File: src/rtl/conv_output_stage_pkg.sv
// Shared constants and state encoding for the convolver output stage.
package conv_output_stage_pkg;

    localparam int DEF_MAC_W    = 36;
    localparam int DEF_PIX_W    = 16;
    localparam int DEF_DIM_W    = 10;
    localparam int DEF_FIFO_DEP = 4;

    localparam logic [15:0] PIX_MAX = 16'h7FFF;
    localparam logic [15:0] PIX_MIN = 16'h8000;

    typedef enum logic [1:0] {
        ST_IDLE = 2'd0,
        ST_RUN  = 2'd1,
        ST_DONE = 2'd2
    } state_e;

endpackage

File: src/rtl/conv_output_stage_sync_fifo.sv
// Single-clock FIFO with a registered head word; the head keeps its last value when the FIFO drains.
module sync_fifo #(
    parameter int WIDTH = 16,
    parameter int DEPTH = 4
) (
    input  logic             clk,
    input  logic             rst,
    input  logic             clr_i,
    input  logic             wr_en_i,
    input  logic [WIDTH-1:0] wr_data_i,
    input  logic             rd_en_i,
    output logic [WIDTH-1:0] rd_data_o,
    output logic             empty_o,
    output logic             full_o
);
    localparam int AW = $clog2(DEPTH);

    logic [WIDTH-1:0] mem_q [DEPTH];
    logic [WIDTH-1:0] head_q;
    logic [AW:0]      wr_ptr_q;
    logic [AW:0]      rd_ptr_q;
    logic [AW:0]      rd_ptr_nxt;
    logic [AW:0]      count;
    logic             do_wr;
    logic             do_rd;

    assign count      = wr_ptr_q - rd_ptr_q;
    assign empty_o    = (count == '0);
    assign full_o     = (count == (AW+1)'(DEPTH));
    assign do_rd      = rd_en_i & ~empty_o;
    // A read in the same cycle frees the slot, so a full FIFO still accepts the write.
    assign do_wr      = wr_en_i & (~full_o | do_rd);
    assign rd_ptr_nxt = rd_ptr_q + (AW+1)'(1);
    assign rd_data_o  = head_q;

    always_ff @(posedge clk) begin
        if (do_wr) begin
            mem_q[wr_ptr_q[AW-1:0]] <= wr_data_i;
        end
    end

    always_ff @(posedge clk) begin
        if (rst) begin
            wr_ptr_q <= '0;
            rd_ptr_q <= '0;
            head_q   <= '0;
        end else if (clr_i) begin
            wr_ptr_q <= '0;
            rd_ptr_q <= '0;
        end else begin
            if (do_wr) begin
                wr_ptr_q <= wr_ptr_q + (AW+1)'(1);
            end
            if (do_rd) begin
                rd_ptr_q <= rd_ptr_nxt;
            end
            // Head comes straight from the write port when the new word becomes the only entry.
            if (do_wr && (empty_o || (do_rd && count == (AW+1)'(1)))) begin
                head_q <= wr_data_i;
            end else if (do_rd && count > (AW+1)'(1)) begin
                head_q <= mem_q[rd_ptr_nxt[AW-1:0]];
            end
        end
    end

endmodule

File: src/rtl/conv_output_stage.sv
// Turns the raw 3x3 convolver MAC stream into quantized pixels: position filter, round/shift/saturate/ReLU, output FIFO.
module conv_output_stage
    import conv_output_stage_pkg::*;
#(
    parameter int MAC_W    = DEF_MAC_W,
    parameter int PIX_W    = DEF_PIX_W,
    parameter int DIM_W    = DEF_DIM_W,
    parameter int FIFO_DEP = DEF_FIFO_DEP
) (
    input  logic             clk,
    input  logic             rst,
    input  logic             start,
    input  logic [DIM_W-1:0] img_w,
    input  logic [DIM_W-1:0] img_h,
    input  logic [4:0]       frac_shift,
    input  logic             relu_en,
    input  logic             mac_valid,
    input  logic [MAC_W-1:0] in_mac,
    output logic             out_valid,
    input  logic             out_ready,
    output logic [PIX_W-1:0] out_data,
    output logic             frame_done,
    output logic             sat_flag,
    output logic             ovf_err,
    output state_e           dbg_state_o
);
    localparam logic [DIM_W-1:0] ONE   = DIM_W'(1);
    localparam logic [DIM_W-1:0] THREE = DIM_W'(3);
    localparam logic signed [MAC_W:0] SAT_HI =
        $signed({{(MAC_W+2-PIX_W){1'b0}}, {(PIX_W-1){1'b1}}});
    localparam logic signed [MAC_W:0] SAT_LO =
        $signed({{(MAC_W+2-PIX_W){1'b1}}, {(PIX_W-1){1'b0}}});
    localparam logic [PIX_W-1:0] P_MAX = {1'b0, {(PIX_W-1){1'b1}}};
    localparam logic [PIX_W-1:0] P_MIN = {1'b1, {(PIX_W-1){1'b0}}};

    state_e           state_q, state_d;
    logic [DIM_W-1:0] col_q, col_d;
    logic [DIM_W-1:0] row_q, row_d;
    logic [DIM_W-1:0] w_q, h_q;
    logic [4:0]       shift_q;
    logic             relu_q;
    logic             keep_c, last_c;

    logic                    s1_valid_q, s1_last_q;
    logic signed [MAC_W:0]   s1_sum_q;
    logic                    s2_valid_q, s2_last_q;
    logic signed [MAC_W:0]   s2_val_q;
    logic                    s3_valid_q, s3_last_q;
    logic [PIX_W-1:0]        s3_pix_q;
    logic                    frame_done_q, sat_q, ovf_q;

    logic signed [MAC_W:0]   bias;
    logic signed [MAC_W:0]   in_ext;
    logic [PIX_W-1:0]        pix_c;
    logic                    clip_c;
    logic                    fifo_empty, fifo_full, fifo_rd;

    assign dbg_state_o = state_q;
    assign frame_done  = frame_done_q;
    assign sat_flag    = sat_q;
    assign ovf_err     = ovf_q;
    assign out_valid   = ~fifo_empty;
    assign fifo_rd     = out_valid & out_ready;
    assign in_ext      = $signed({in_mac[MAC_W-1], in_mac});

    always_ff @(posedge clk) begin
        if (rst) begin
            state_q <= ST_IDLE;
            col_q   <= '0;
            row_q   <= '0;
        end else begin
            state_q <= state_d;
            col_q   <= col_d;
            row_q   <= row_d;
        end
    end

    // A start pulse restarts the frame and swallows any sample presented alongside it.
    always_comb begin
        state_d = state_q;
        col_d   = col_q;
        row_d   = row_q;
        keep_c  = 1'b0;
        last_c  = 1'b0;
        if (start) begin
            state_d = ST_RUN;
            col_d   = '0;
            row_d   = '0;
        end else if (state_q == ST_RUN && mac_valid) begin
            keep_c = (col_q <= w_q - THREE);
            last_c = keep_c && (row_q == h_q - THREE) && (col_q == w_q - THREE);
            if (col_q == w_q - ONE) begin
                col_d = '0;
                row_d = row_q + ONE;
            end else begin
                col_d = col_q + ONE;
            end
            if (last_c) begin
                state_d = ST_DONE;
            end
        end
    end

    always_ff @(posedge clk) begin
        if (rst) begin
            w_q     <= '0;
            h_q     <= '0;
            shift_q <= '0;
            relu_q  <= 1'b0;
        end else if (start) begin
            w_q     <= img_w;
            h_q     <= img_h;
            shift_q <= frac_shift;
            relu_q  <= relu_en;
        end
    end

    always_comb begin
        bias = '0;
        if (shift_q != 5'd0) begin
            bias = $signed({{MAC_W{1'b0}}, 1'b1} << (shift_q - 5'd1));
        end
    end

    // Clipping is judged before ReLU so a zeroed negative never counts as saturated.
    always_comb begin
        clip_c = 1'b0;
        pix_c  = s2_val_q[PIX_W-1:0];
        if (s2_val_q > SAT_HI) begin
            pix_c  = P_MAX;
            clip_c = 1'b1;
        end else if (s2_val_q < SAT_LO) begin
            pix_c  = P_MIN;
            clip_c = 1'b1;
        end
        if (relu_q && pix_c[PIX_W-1]) begin
            pix_c  = '0;
            clip_c = 1'b0;
        end
    end

    always_ff @(posedge clk) begin
        if (rst) begin
            s1_valid_q   <= 1'b0;
            s1_last_q    <= 1'b0;
            s1_sum_q     <= '0;
            s2_valid_q   <= 1'b0;
            s2_last_q    <= 1'b0;
            s2_val_q     <= '0;
            s3_valid_q   <= 1'b0;
            s3_last_q    <= 1'b0;
            s3_pix_q     <= '0;
            frame_done_q <= 1'b0;
            sat_q        <= 1'b0;
            ovf_q        <= 1'b0;
        end else if (start) begin
            s1_valid_q   <= 1'b0;
            s1_last_q    <= 1'b0;
            s2_valid_q   <= 1'b0;
            s2_last_q    <= 1'b0;
            s3_valid_q   <= 1'b0;
            s3_last_q    <= 1'b0;
            frame_done_q <= 1'b0;
            sat_q        <= 1'b0;
            ovf_q        <= 1'b0;
        end else begin
            s1_valid_q   <= keep_c;
            s1_last_q    <= last_c;
            s1_sum_q     <= in_ext + bias;
            s2_valid_q   <= s1_valid_q;
            s2_last_q    <= s1_last_q;
            s2_val_q     <= s1_sum_q >>> shift_q;
            s3_valid_q   <= s2_valid_q;
            s3_last_q    <= s2_last_q;
            s3_pix_q     <= pix_c;
            frame_done_q <= s3_valid_q & s3_last_q;
            if (s2_valid_q && clip_c) begin
                sat_q <= 1'b1;
            end
            if (s3_valid_q && fifo_full && !fifo_rd) begin
                ovf_q <= 1'b1;
            end
        end
    end

    sync_fifo #(
        .WIDTH (PIX_W),
        .DEPTH (FIFO_DEP)
    ) u_fifo (
        .clk       (clk),
        .rst       (rst),
        .clr_i     (start),
        .wr_en_i   (s3_valid_q),
        .wr_data_i (s3_pix_q),
        .rd_en_i   (out_ready),
        .rd_data_o (out_data),
        .empty_o   (fifo_empty),
        .full_o    (fifo_full)
    );

endmodule

File: config.mk
export PLATFORM = sky130hd
export DESIGN_NAME = conv_output_stage
export DESIGN_NICKNAME = d
export VERILOG_FILES = /design/src/rtl/conv_output_stage_pkg.sv /design/src/rtl/conv_output_stage_sync_fifo.sv /design/src/rtl/conv_output_stage.sv
export SDC_FILE = /design/constraint.sdc
export NUM_CORES = 1
export LEC_CHECK = 0
export BUFFER_PORTS_ARGS = -buffer_cell sky130_fd_sc_hd__clkbuf_2
export CAP_MARGIN = 25
export CORE_MARGIN = 5
export CORE_UTILIZATION = 60
export DETAILED_ROUTE_END_ITERATION = 8
export GPL_TIMING_DRIVEN = 0
export PLACE_DENSITY = 0.77
export SYNTH_ARGS = -nofsm -noshare
export SYNTH_HDL_FRONTEND = slang
export SYNTH_SLANG_ARGS = --single-unit
export TNS_END_PERCENT = 10
File: constraint.sdc
create_clock -name clk -period 4.75 [get_ports clk]
set_clock_uncertainty 0.15 [all_clocks]
set_input_delay 0 -clock clk [delete_from_list [all_inputs] [get_ports clk]]
set_output_delay 0 -clock clk [all_outputs]
set_load 0.005 [all_outputs]
==> results.txt, run 1 <==
Main synth FF type: dfxtp_1
Post-synth EDFFs: 64
commonest non-fill, non-tap cell in the layout: nor2_1
Layout Utilization: 71.47%
final WL: 37.99 mm
Setup violations, final: 0
Buffers on Ports: 87
Remaining DRCs: 0
Syn-to-layout area delta: 17.17%
Clock Pin Slew Worst Setup and Hold Paths: 0.06 ns
Worst R2R Path Depth: 15
clock buffer count from CTS: 25
pre-CTS WS: -0.5199 ns
cells after synthesis: 1443
Worst Setup Start Kind: register
global-route wire length before repair: 60.59 mm
design area: 0.01565 mm²
CTS sink count: 233
Hold Crit Class: primary input to register
core area: 0.02189 mm²
Min Clock Period, post-route: 4.499 ns
Synth Warn #: 0
largest area contributor in the netlist: dfxtp_1
row cnt: 54
hold slack: 0.02146 ns
RSZ-0062 raised after global routing: no
Worst Path Arrival: 4.79 ns
Crit Path Max Fanout: 10
Synthesized Nets: 1565
Post-DP HPWL: 27.39 mm
largest net degree at the start of global routing: 18
Pre-antenna DRT Iters: 5
Slew Limit Fails: 0
DRT iter0 DRCs: 1110
most frequent cells in the layout: nor2_1 (243), dfxtp_1 (169), nand2_1 (113)
Cell Chain, Critical Path: clkbuf_1, inv_2, clkbuf_2, nand3_1, nor2_1, ha_1, nand2_2, nor4_4, nor2_2, o311a_1, o31ai_2, o21ai_2, o31a_1, xor2_1, a211oi_1
Die Wd: 159.2 µm
Rel. slew slack: 36.23%
Clock Tree Buf Depth: 3
Worst-Skew Late Latency: 0.54 ns
fillers: 1645
Die H: 159.2 µm
initial antenna violation count: 0
worst hold start: in_mac[3]
H-tree levels: 1
final hold violation count: 0
final setup TNS: 0 ns
Area contributors post-synth: dfxtp_1 (25%), edfxtp_1 (14%), mux4_2 (7.1%)
final antenna-violating net count: 0
CP peak stage delay: 0.44 ns
routability-driven placement congestion ratio: 0.9752
wire length per cell: 19.77 µm
Post-Syn Area: 0.01335 mm²
Net count, final: 1745
Total Routing Usage GR: 28.95%
status: completed
leakage: 6.250 nW
Mean Syn Cell Area: 9.254 µm²
TritonCTS clock tree: built
post-synth top area share: 25.34%
GRT overflow: 0
Buf/Inv on CP: 3
slew of the pin with the lowest slew margin: 0.9565 ns
Hold Path Sink: s1_sum_q[3]$_SDFFE_PP0N_
Max Freq: 222.3 MHz
routed vias: 11817
#FFs+latches synth: 233
cell family with most CP delay: compound AO/OA/AOI/OAI gates
Crit. End Element: register
Final Cycle Share: 94.72%
worst r2r dst: s1_sum_q[33]$_SDFFE_PP0N_
R2R setup slack: 0.25 ns
share of layout cells above drive strength 1: 13.95%
CTS Root Cell: clkbuf_16
max cap viols: 0
Required @ worst endpoint: 5.04 ns
r2r startpoint: shift_q[3]$_SDFFE_PP0P_
cell area power density: 308.1 mW/mm²
DP Area: 0.01414 mm²
vias in the first global route: 11571
drt via density: 6.148
Starting Density: 61.00%
I/O pin cnt: 89
slowest library cell on the worst path: ha_1
Seq/Total Area, Yosys: 39.73%
fraction of registers with async set/reset: 0%
# diodes: 0
setup ws final: 0.2506 ns
die outline area: 0.02534 mm²
Peak VDD IR: 0.0002813 V
CP Class: register to register
Netlist cell types: 74
worst hold stages: 5
## where the power goes
group / switching, mW / internal [mW] / total [mW]
sequential: 0.0751 / 2.12 / 2.19
clock: 0.805 / 1.08 / 1.88
combinational: 0.431 / 0.317 / 0.748
total: 1.31 / 3.51 / 4.82
## metrics by stage
step / total power, mW / cells
after global placement: 2.896 / 1810
after CTS: 4.814 / 1923
after floorplan: 2.695 / 1443
after global routing: 5.002 / 1922
after detailed placement: 2.907 / 1810
final: 4.821 / 1922
## registers in the layout, indices dropped and copies added, names as in the netlist, 2 cells and up
register	count
col_q	10
dbg_state_o	2
h_q	10
row_q	10
s1_sum_q	37
s2_val_q	37
s3_pix_q	16
shift_q	5
u_fifo.mem_q	64
u_fifo.rd_data_o	16
u_fifo.rd_ptr_q	3
u_fifo.wr_ptr_q	3
w_q	10
## worst max-delay path by stage
stage,from,endpoint,slack (ns),cells after the start
detailed placement,shift_q[1]$_SDFFE_PP0P_,s1_sum_q[34]$_SDFFE_PP0N_,-0.52,17
finish,shift_q[3]$_SDFFE_PP0P_,s1_sum_q[33]$_SDFFE_PP0N_,0.25,15
global placement,shift_q[1]$_SDFFE_PP0P_,s1_sum_q[34]$_SDFFE_PP0N_,-0.44,17
global route,shift_q[0]$_SDFFE_PP0P_,s1_sum_q[34]$_SDFFE_PP0N_,0.02,15
floorplan,shift_q[1]$_SDFFE_PP0P_,s1_sum_q[34]$_SDFFE_PP0N_,0.68,17
CTS,shift_q[0]$_SDFFE_PP0P_,s1_sum_q[34]$_SDFFE_PP0N_,0.14,15
## tightest hold or removal path, cell delays in order
cell	delay, ns
clkbuf_2	0.08
ha_1	0.18
a211oi_1	0.07
o31a_1	0.24
nor2_1	0.09
## cell families after synthesis
kind of cell             share of synthesized area (%)
other                                          0.02808
flip-flops                                       39.73
AO/OA/AOI/OAI                                    13.77
multiplexers                                     15.75
XOR/XNOR                                         4.779
adder cells (fa/ha/maj)                          5.266
AND/OR/NAND/NOR                                  17.16
buffers and inverters                            3.514
## final cells by class
cell class	instances	area, µm²	area share (%)
Clock inverter	14	111.4	0.7118
Timing Repair Buffer	155	1116	7.134
Multi-Input combinational cell	1089	7600	48.58
Sequential cell	233	5305	33.91
Clock buffer	32	681.9	4.359
Buffer	88	359.1	2.295
Tap cell	280	350.3	2.239
Inverter	31	121.4	0.7757
## cells in the mapped netlist (13+ instances only)
library cell  instances
buf_1                20
nand4_1              18
dfxtp_1             169
mux2_2               21
a21oi_1             101
and2_1               13
mux2i_1              92
nand3_1              34
xnor2_1              39
o21ai_0              60
mux4_2               42
nor2_1              243
a21o_1               14
o22ai_1              16
a31oi_1              15
nor3_1               21
a211oi_1             39
xor2_1               32
clkbuf_1             60
inv_1                25
ha_1                 53
edfxtp_1             64
nand2_1             114
nor4_1               13
## per-layer routing
layer | up-vias | routed length (µm) | global-route usage [%]
met5 | - | 0 | 0
met4 | 0 | 1745 | 11.90
met3 | 112 | 2503 | 4.220
met2 | 516 | 18170 | 49.10
met1 | 5602 | 15580 | 37.27
li1 | 5587 | - | -
## what timing repair did
action                                  CTS  global route
buffers inserted                          0             0
endpoints found under the setup margin    9            11
endpoints found under the hold margin    78             0
resized for setup                         8            12
hold buffers                             68             0
(Power assumes the default switching activity.)
==> inputs of run 2 (changes only) <==
--- a/config.mk
+++ b/config.mk
@@ -6,12 +6,14 @@
 export NUM_CORES = 1
 export LEC_CHECK = 0
 export BUFFER_PORTS_ARGS = -buffer_cell sky130_fd_sc_hd__clkbuf_2
-export CAP_MARGIN = 25
+export CAP_MARGIN = 20
+export CELL_PAD_IN_SITES_DETAIL_PLACEMENT = 1
+export CELL_PAD_IN_SITES_GLOBAL_PLACEMENT = 2
 export CORE_MARGIN = 5
-export CORE_UTILIZATION = 60
+export CORE_UTILIZATION = 39
 export DETAILED_ROUTE_END_ITERATION = 8
 export GPL_TIMING_DRIVEN = 0
-export PLACE_DENSITY = 0.77
+export PLACE_DENSITY = 0.79
 export SYNTH_ARGS = -nofsm -noshare
 export SYNTH_HDL_FRONTEND = slang
 export SYNTH_SLANG_ARGS = --single-unit
==> constraint.sdc (replaced) <==
create_clock -name clk -period 4.75 [get_ports clk]
set_clock_uncertainty 0.15 [all_clocks]
set_input_delay 0 -clock clk [delete_from_list [all_inputs] [get_ports clk]]
set_output_delay 0 -clock clk [all_outputs]
set_load 0.1 [all_outputs]
==> run 2 against run 1 <==
  * Sequential cell count unchanged
  * Maximum frequency about the same
  * Power increased by 3.3%
  * Non-clock buffer count decreased by 5
  * Sequential power about the same
  * Die area increased by 50%
  * First-iteration DRC count decreased by 62%
  * Register-to-register slack about the same
  * Design area increased by 1.6%
  * Setup slack improved by 0.0025 ns
  * Critical path depth increased by 1
  * Largest cell class unchanged
  * Largest power group unchanged
  * Highest routed layer unchanged
==> results.txt, run 2 (same netlist as run 1, synthesis figures left out) <==
status: completed
Design Power: 4.982 mW (+3.3%)
fillers: 3917 (+140%)
Clk network pwr share: 40.5% (+1.5 points)
Buffers on Ports: 87 (unchanged)
Max Freq: 222.4 MHz (about the same)
drt via density: 5.503 (-10%)
slew of the pin with the lowest slew margin: 1.022 ns (+0.06566 ns)
Crit. End Element: register
hold slack: 0.01158 ns (-0.009879 ns)
global-route wire length before repair: 68.43 mm (+13%)
Worst-Skew Late Latency: 0.55 ns (about the same)
Worst R2R Path Depth: 16 (+1)
CTS sink count: 233 (unchanged)
setup ws final: 0.2531 ns (+0.002550 ns)
Worst Path Arrival: 4.80 ns (about the same)
share of layout cells above drive strength 1: 14.02% (+0.078 points)
DRT iter0 DRCs: 419 (-62%)
Post-DP HPWL: 32.83 mm (+20%)
Logic pwr share: 15.4% (about the same)
Min Clock Period, post-route: 4.497 ns (-0.002550 ns)
TritonCTS clock tree: built
Slew Limit Fails: 0 (unchanged)
worst r2r dst: s1_sum_q[34]$_SDFFE_PP0N_
Setup crit end: s1_sum_q[34]$_SDFFE_PP0N_
fin cells: 2089 (+8.7%)
largest net degree at the start of global routing: 18 (unchanged)
R2R setup slack: 0.25 ns (about the same)
worst hold stages: 6 (+1)
Total Routing Usage GR: 22.09% (-6.9 points)
Final Cycle Share: 94.67% (about the same)
commonest non-fill, non-tap cell in the layout: nor2_1
Peak VDD IR: 0.0002630 V (-6.5%)
Setup violations, final: 0 (unchanged)
wire length per cell: 20.54 µm (+3.9%)
Die Wd: 195.0 µm (+23%)
Clock Pin Slew Worst Setup and Hold Paths: 0.06 ns (about the same)
Required @ worst endpoint: 5.05 ns (about the same)
Die H: 195.0 µm (+23%)
RSZ-0062 raised after global routing: no
Inst Count DP: 1978 (+9.3%)
area taken by multi-input logic gates: 0.007602 mm² (about the same)
Starting Density: 39.62% (-21 points)
vias in the first global route: 12117 (+4.7%)
Rel. slew slack: 31.85% (-4.4 points)
pre-CTS WS: -0.8237 ns (-0.3038 ns)
Sw Share: 27.49% (+0.30 points)
final WL: 42.92 mm (+13%)
routed vias: 11496 (-2.7%)
Crit Path Max Fanout: 10 (unchanged)
die outline area: 0.03804 mm² (+50%)
row cnt: 67 (+24%)
core area: 0.03370 mm² (+54%)
final antenna-violating net count: 0 (unchanged)
Reg power frac: 44.1% (-1.4 points)
Clock Tree Buf Depth: 3 (unchanged)
r2r startpoint: shift_q[1]$_SDFFE_PP0P_
final hold violation count: 0 (unchanged)
Remaining DRCs: 0 (unchanged)
max FFs per register: 64 (unchanged)
initial antenna violation count: 1 (+1)
GRT overflow: 0 (unchanged)
NetSw: 1.369 mW (+4.5%)
Hold Crit Class: primary input to register
Int Power: 3.612 mW (+2.9%)
cell area power density: 313.3 mW/mm² (+1.7%)
most frequent cells in the layout: nor2_1 (242), dfxtp_1 (169), nand2_1 (113)
I/O pin cnt: 89 (unchanged)
max cap viols: 0 (unchanged)
final setup TNS: 0 ns (unchanged)
sequential cell area: 0.005305 mm² (unchanged)
routability-driven placement congestion ratio: 0.9504 (-2.5%)
leakage: 6.265 nW (+0.25%)
Syn-to-layout area delta: 19.07%
Crit. Startpoint: shift_q[1]$_SDFFE_PP0P_
Pre-antenna DRT Iters: 5 (unchanged)
Net count, final: 1742 (-0.17%)
H-tree levels: 1 (unchanged)
clock buffer count from CTS: 27 (+8.0%)
Worst Setup Start Kind: register
CP Class: register to register
CTS Root Cell: clkbuf_16
[run 2: worst min-delay path by stage]
| stage | startpoint | to | slack (ns) |
|---|---|---|---|
| after global routing | in_mac[6] | s1_sum_q[6]$_SDFFE_PP0N_ | 0.07 |
| after floorplan | img_h[0] | h_q[0]$_SDFFE_PP0P_ | -0.002 |
| final | in_mac[6] | s1_sum_q[6]$_SDFFE_PP0N_ | 0.01 |
| after CTS | in_mac[6] | s1_sum_q[6]$_SDFFE_PP0N_ | 0.008 |
| after global placement | img_h[2] | h_q[2]$_SDFFE_PP0P_ | 0.08 |
| after detailed placement | img_h[3] | h_q[3]$_SDFFE_PP0P_ | 0.1 |
[run 2: cell type report]
cell class                 instances  area share, %
tap                              448          3.526
buffer                            85          2.211
inverter                          31         0.7634
timing repair buffer             153          6.894
antenna                            1        0.01574
clock inverter                    10         0.5587
multi-input combinational       1089          47.82
clock buffer                      39          4.848
sequential                       233          33.37
[run 2: what timing repair did]
| item | CTS | global route |
|---|---|---|
| pin swaps | 0 | 0 |
| resized for setup | 13 | 9 |
| setup buffers | 0 | 0 |
| hold endpoints to repair | 75 | 0 |
| hold buffers | 66 | 0 |
| setup endpoints to repair | 17 | 9 |
[run 2: power by group through the flow]
stage	sequential, mW	clock [mW]	combinational [mW]
floorplan	2.21	0	0.492
global placement	2.23	0	0.706
detailed placement	2.24	0	0.716
CTS	2.19	2.06	0.766
global route	2.20	2.16	0.841
finish	2.20	2.02	0.768
[run 2: routing by layer]
metal | track usage [%] | vias up | share of wire [%]
li1 | - | 5574 | -
met1 | 29.27 | 5656 | 45
met2 | 38.61 | 216 | 49
met3 | 2.964 | 50 | 4.0
met4 | 4.991 | 0 | 2.2
met5 | 0 | - | 0
[run 2: per-stage QoR]
stage               cell area (µm²)  util [%]
floorplan                     13350         -
global placement              14350     42.58
detailed placement            14350     42.58
CTS                           15890     47.14
global route                  15900     47.18
finish                        15900     47.18
[run 2: critical path: stages, from the launching register on]
cell and delay [ns]:
dfxtp_1 0.30, clkbuf_1 0.21, buf_2 0.32, buf_4 0.29, nand2b_4 0.27, nor2_1 0.09, ha_1 0.23, fa_1 0.45
a211oi_1 0.26, nor2_1 0.13, o21ai_1 0.28, a21oi_1 0.17, o2111ai_2 0.30, nand4_1 0.24, a31oi_1 0.31, nor2_1 0.11
a221oi_1 0.28
==> inputs of run 3 (changes only) <==
--- a/config.mk
+++ b/config.mk
@@ -9,6 +9,7 @@
 export CAP_MARGIN = 20
 export CELL_PAD_IN_SITES_DETAIL_PLACEMENT = 1
 export CELL_PAD_IN_SITES_GLOBAL_PLACEMENT = 2
+export CORE_ASPECT_RATIO = 1.1
 export CORE_MARGIN = 5
 export CORE_UTILIZATION = 39
 export DETAILED_ROUTE_END_ITERATION = 8
==> run 3 against run 2 <==
  * Core utilization down 0.32 points
  * Maximum frequency down 0.82%
  * Clock-buffer cell count decreased by 3
  * Sequential power barely moved
  * Critical endpoint is now s1_sum_q[33]$_SDFFE_PP0N_
==> results.txt, run 3 (same netlist as run 1, synthesis figures left out) <==
Clock Pin Slew Worst Setup and Hold Paths: 0.06 ns (about the same)
Syn-to-layout area delta: 19.40%
Total Routing Usage GR: 22.13% (+0.039 points)
Worst Setup Start Kind: register
Layout Utilization: 46.86% (-0.32 points)
wire length per cell: 20.77 µm (+1.1%)
commonest non-fill, non-tap cell in the layout: nor2_1
RSZ-0062 raised after global routing: no
max FFs per register: 64 (unchanged)
cell area power density: 316.6 mW/mm² (+1.0%)
final WL: 43.22 mm (+0.70%)
Slew Limit Fails: 0 (unchanged)
Setup violations, final: 0 (unchanged)
Crit. End Element: register
Worst Path Arrival: 4.84 ns (+0.04 ns)
# diodes: 0 (-1)
routability-driven placement congestion ratio: 0.9376 (-1.3%)
CTS sink count: 233 (unchanged)
Starting Density: 39.25% (-0.38 points)
Rel. slew slack: 27.14% (-4.7 points)
Post-DP HPWL: 32.44 mm (-1.2%)
final setup TNS: 0 ns (unchanged)
share of layout cells above drive strength 1: 14.42% (+0.40 points)
GRT met3 Usage: 2.477% (-0.49 points)
Final Cycle Share: 95.45% (+0.78 points)
initial antenna violation count: 0 (-1)
max cap viols: 0 (unchanged)
core area: 0.03402 mm² (+0.96%)
GRT overflow: 0 (unchanged)
Net count, final: 1744 (+0.11%)
Clock Tree Buf Depth: 3 (unchanged)
TritonCTS clock tree: built
final hold violation count: 0 (unchanged)
DP Area: 0.01434 mm² (about the same)
Top Usage Layer GRT: met2
H-tree levels: 1 (unchanged)
drt via density: 5.615 (+2.0%)
Inst Count DP: 1968 (-0.51%)
fillers: 3913 (-0.10%)
most frequent cells in the layout: nor2_1 (243), dfxtp_1 (169), nand2_1 (112)
CP Class: register to register
global-route wire length before repair: 68.26 mm (-0.25%)
Min Clock Period, post-route: 4.534 ns (+0.03721 ns)
clock buffer count from CTS: 27 (unchanged)
row cnt: 71 (+6.0%)
largest net degree at the start of global routing: 18 (unchanged)
leakage: 6.275 nW (+0.15%)
Post-CTS Setup Repair Bufs: 0 (unchanged)
Hold Crit Class: primary input to register
DRT iter0 DRCs: 511 (+22%)
R2R setup slack: 0.22 ns (-0.04 ns)
GR Layer Usage met1: 28.05% (-1.2 points)
Required @ worst endpoint: 5.06 ns (about the same)
Crit Path Max Fanout: 10 (unchanged)
Buffers on Ports: 87 (unchanged)
die outline area: 0.03804 mm² (about the same)
fin cells: 2081 (-0.38%)
slew of the pin with the lowest slew margin: 1.093 ns (+0.07077 ns)
design area: 0.01594 mm² (+0.28%)
I/O pin cnt: 89 (unchanged)
vias in the first global route: 12245 (+1.1%)
routed vias: 11684 (+1.6%)
final antenna-violating net count: 0 (unchanged)
Die Wd: 186.4 µm (-4.4%)
Peak VDD IR: 0.0002533 V (-3.7%)
Global Route met2 Usage: 39.73% (+1.1 points)
status: completed
Max Freq: 220.6 MHz (-0.82%)
Remaining DRCs: 0 (unchanged)
Pre-antenna DRT Iters: 5 (unchanged)
CTS Root Cell: clkbuf_16
Die H: 204.1 µm (+4.6%)
Worst-Skew Late Latency: 0.56 ns (about the same)
run 3: where the power goes:
group	internal, mW	switching [mW]	leakage [nW]
Clock	1.19	0.888	0.427
Sequential	2.12	0.0772	1.96
Combinational	0.317	0.456	3.88
run 3: metal layers:
layer	up-vias	part of all wire [%]
met3	76	3.4
met1	5779	44
met5	-	0
li1	5596	-
met2	233	50
met4	0	2.8
run 3: layout make-up:
type                            instances  area (µm²)  share of cell area (%)
Multi-Input combinational cell       1089        7606                   47.71
Clock inverter                         14       133.9                  0.8397
Timing Repair Buffer                  155        1116                   7.000
Tap cell                              438       548.0                   3.437
Sequential cell                       233        5305                   33.28
Buffer                                 85       352.8                   2.213
Clock buffer                           36       759.5                   4.764
Inverter                               31       121.4                  0.7613
run 3: worst paths after layout:
check | to | cells past startpoint | from
worst max-delay path | s1_sum_q[33]$_SDFFE_PP0N_ | 15 | shift_q[2]$_SDFFE_PP0P_
worst min-delay path | s1_sum_q[8]$_SDFFE_PP0N_ | 7 | in_mac[8]
worst max register to register | s1_sum_q[33]$_SDFFE_PP0N_ | 15 | shift_q[2]$_SDFFE_PP0P_
worst min register to register | s3_last_q$_SDFF_PP0_ | 1 | s2_last_q$_SDFF_PP0_
run 3: worst max-delay path: stages (launching register included):
cell and delay [ns]:
dfxtp_1 0.34, clkbuf_2 0.23, clkbuf_4 0.28, nor2_1 0.47
nand2_1 0.22, nor2_1 0.17, ha_1 0.23, a211oi_1 0.16
nor4_4 0.37, nor2_2 0.10, o311a_1 0.44, o31ai_2 0.33
o21ai_2 0.17, o31a_1 0.32, xor2_1 0.16, a211oi_1 0.28
run 3: what timing repair did:
item	4_1_cts	5_1_grt
resized for setup	13	9
hold endpoints to repair	80	0
hold buffers	68	0
setup endpoints to repair	19	7
run 3: per-stage QoR:
step | hold slack, ns | total power [mW] | worst slack (ns)
floorplan | -0.002359 | 2.702 | 0.6778
global placement | 0.08358 | 2.934 | -0.7315
detailed placement | 0.09727 | 2.954 | -0.8518
CTS | 0.03865 | 5.083 | 0.01242
global route | 0.06999 | 5.244 | 0.05503
finish | 0.05148 | 5.047 | 0.2159
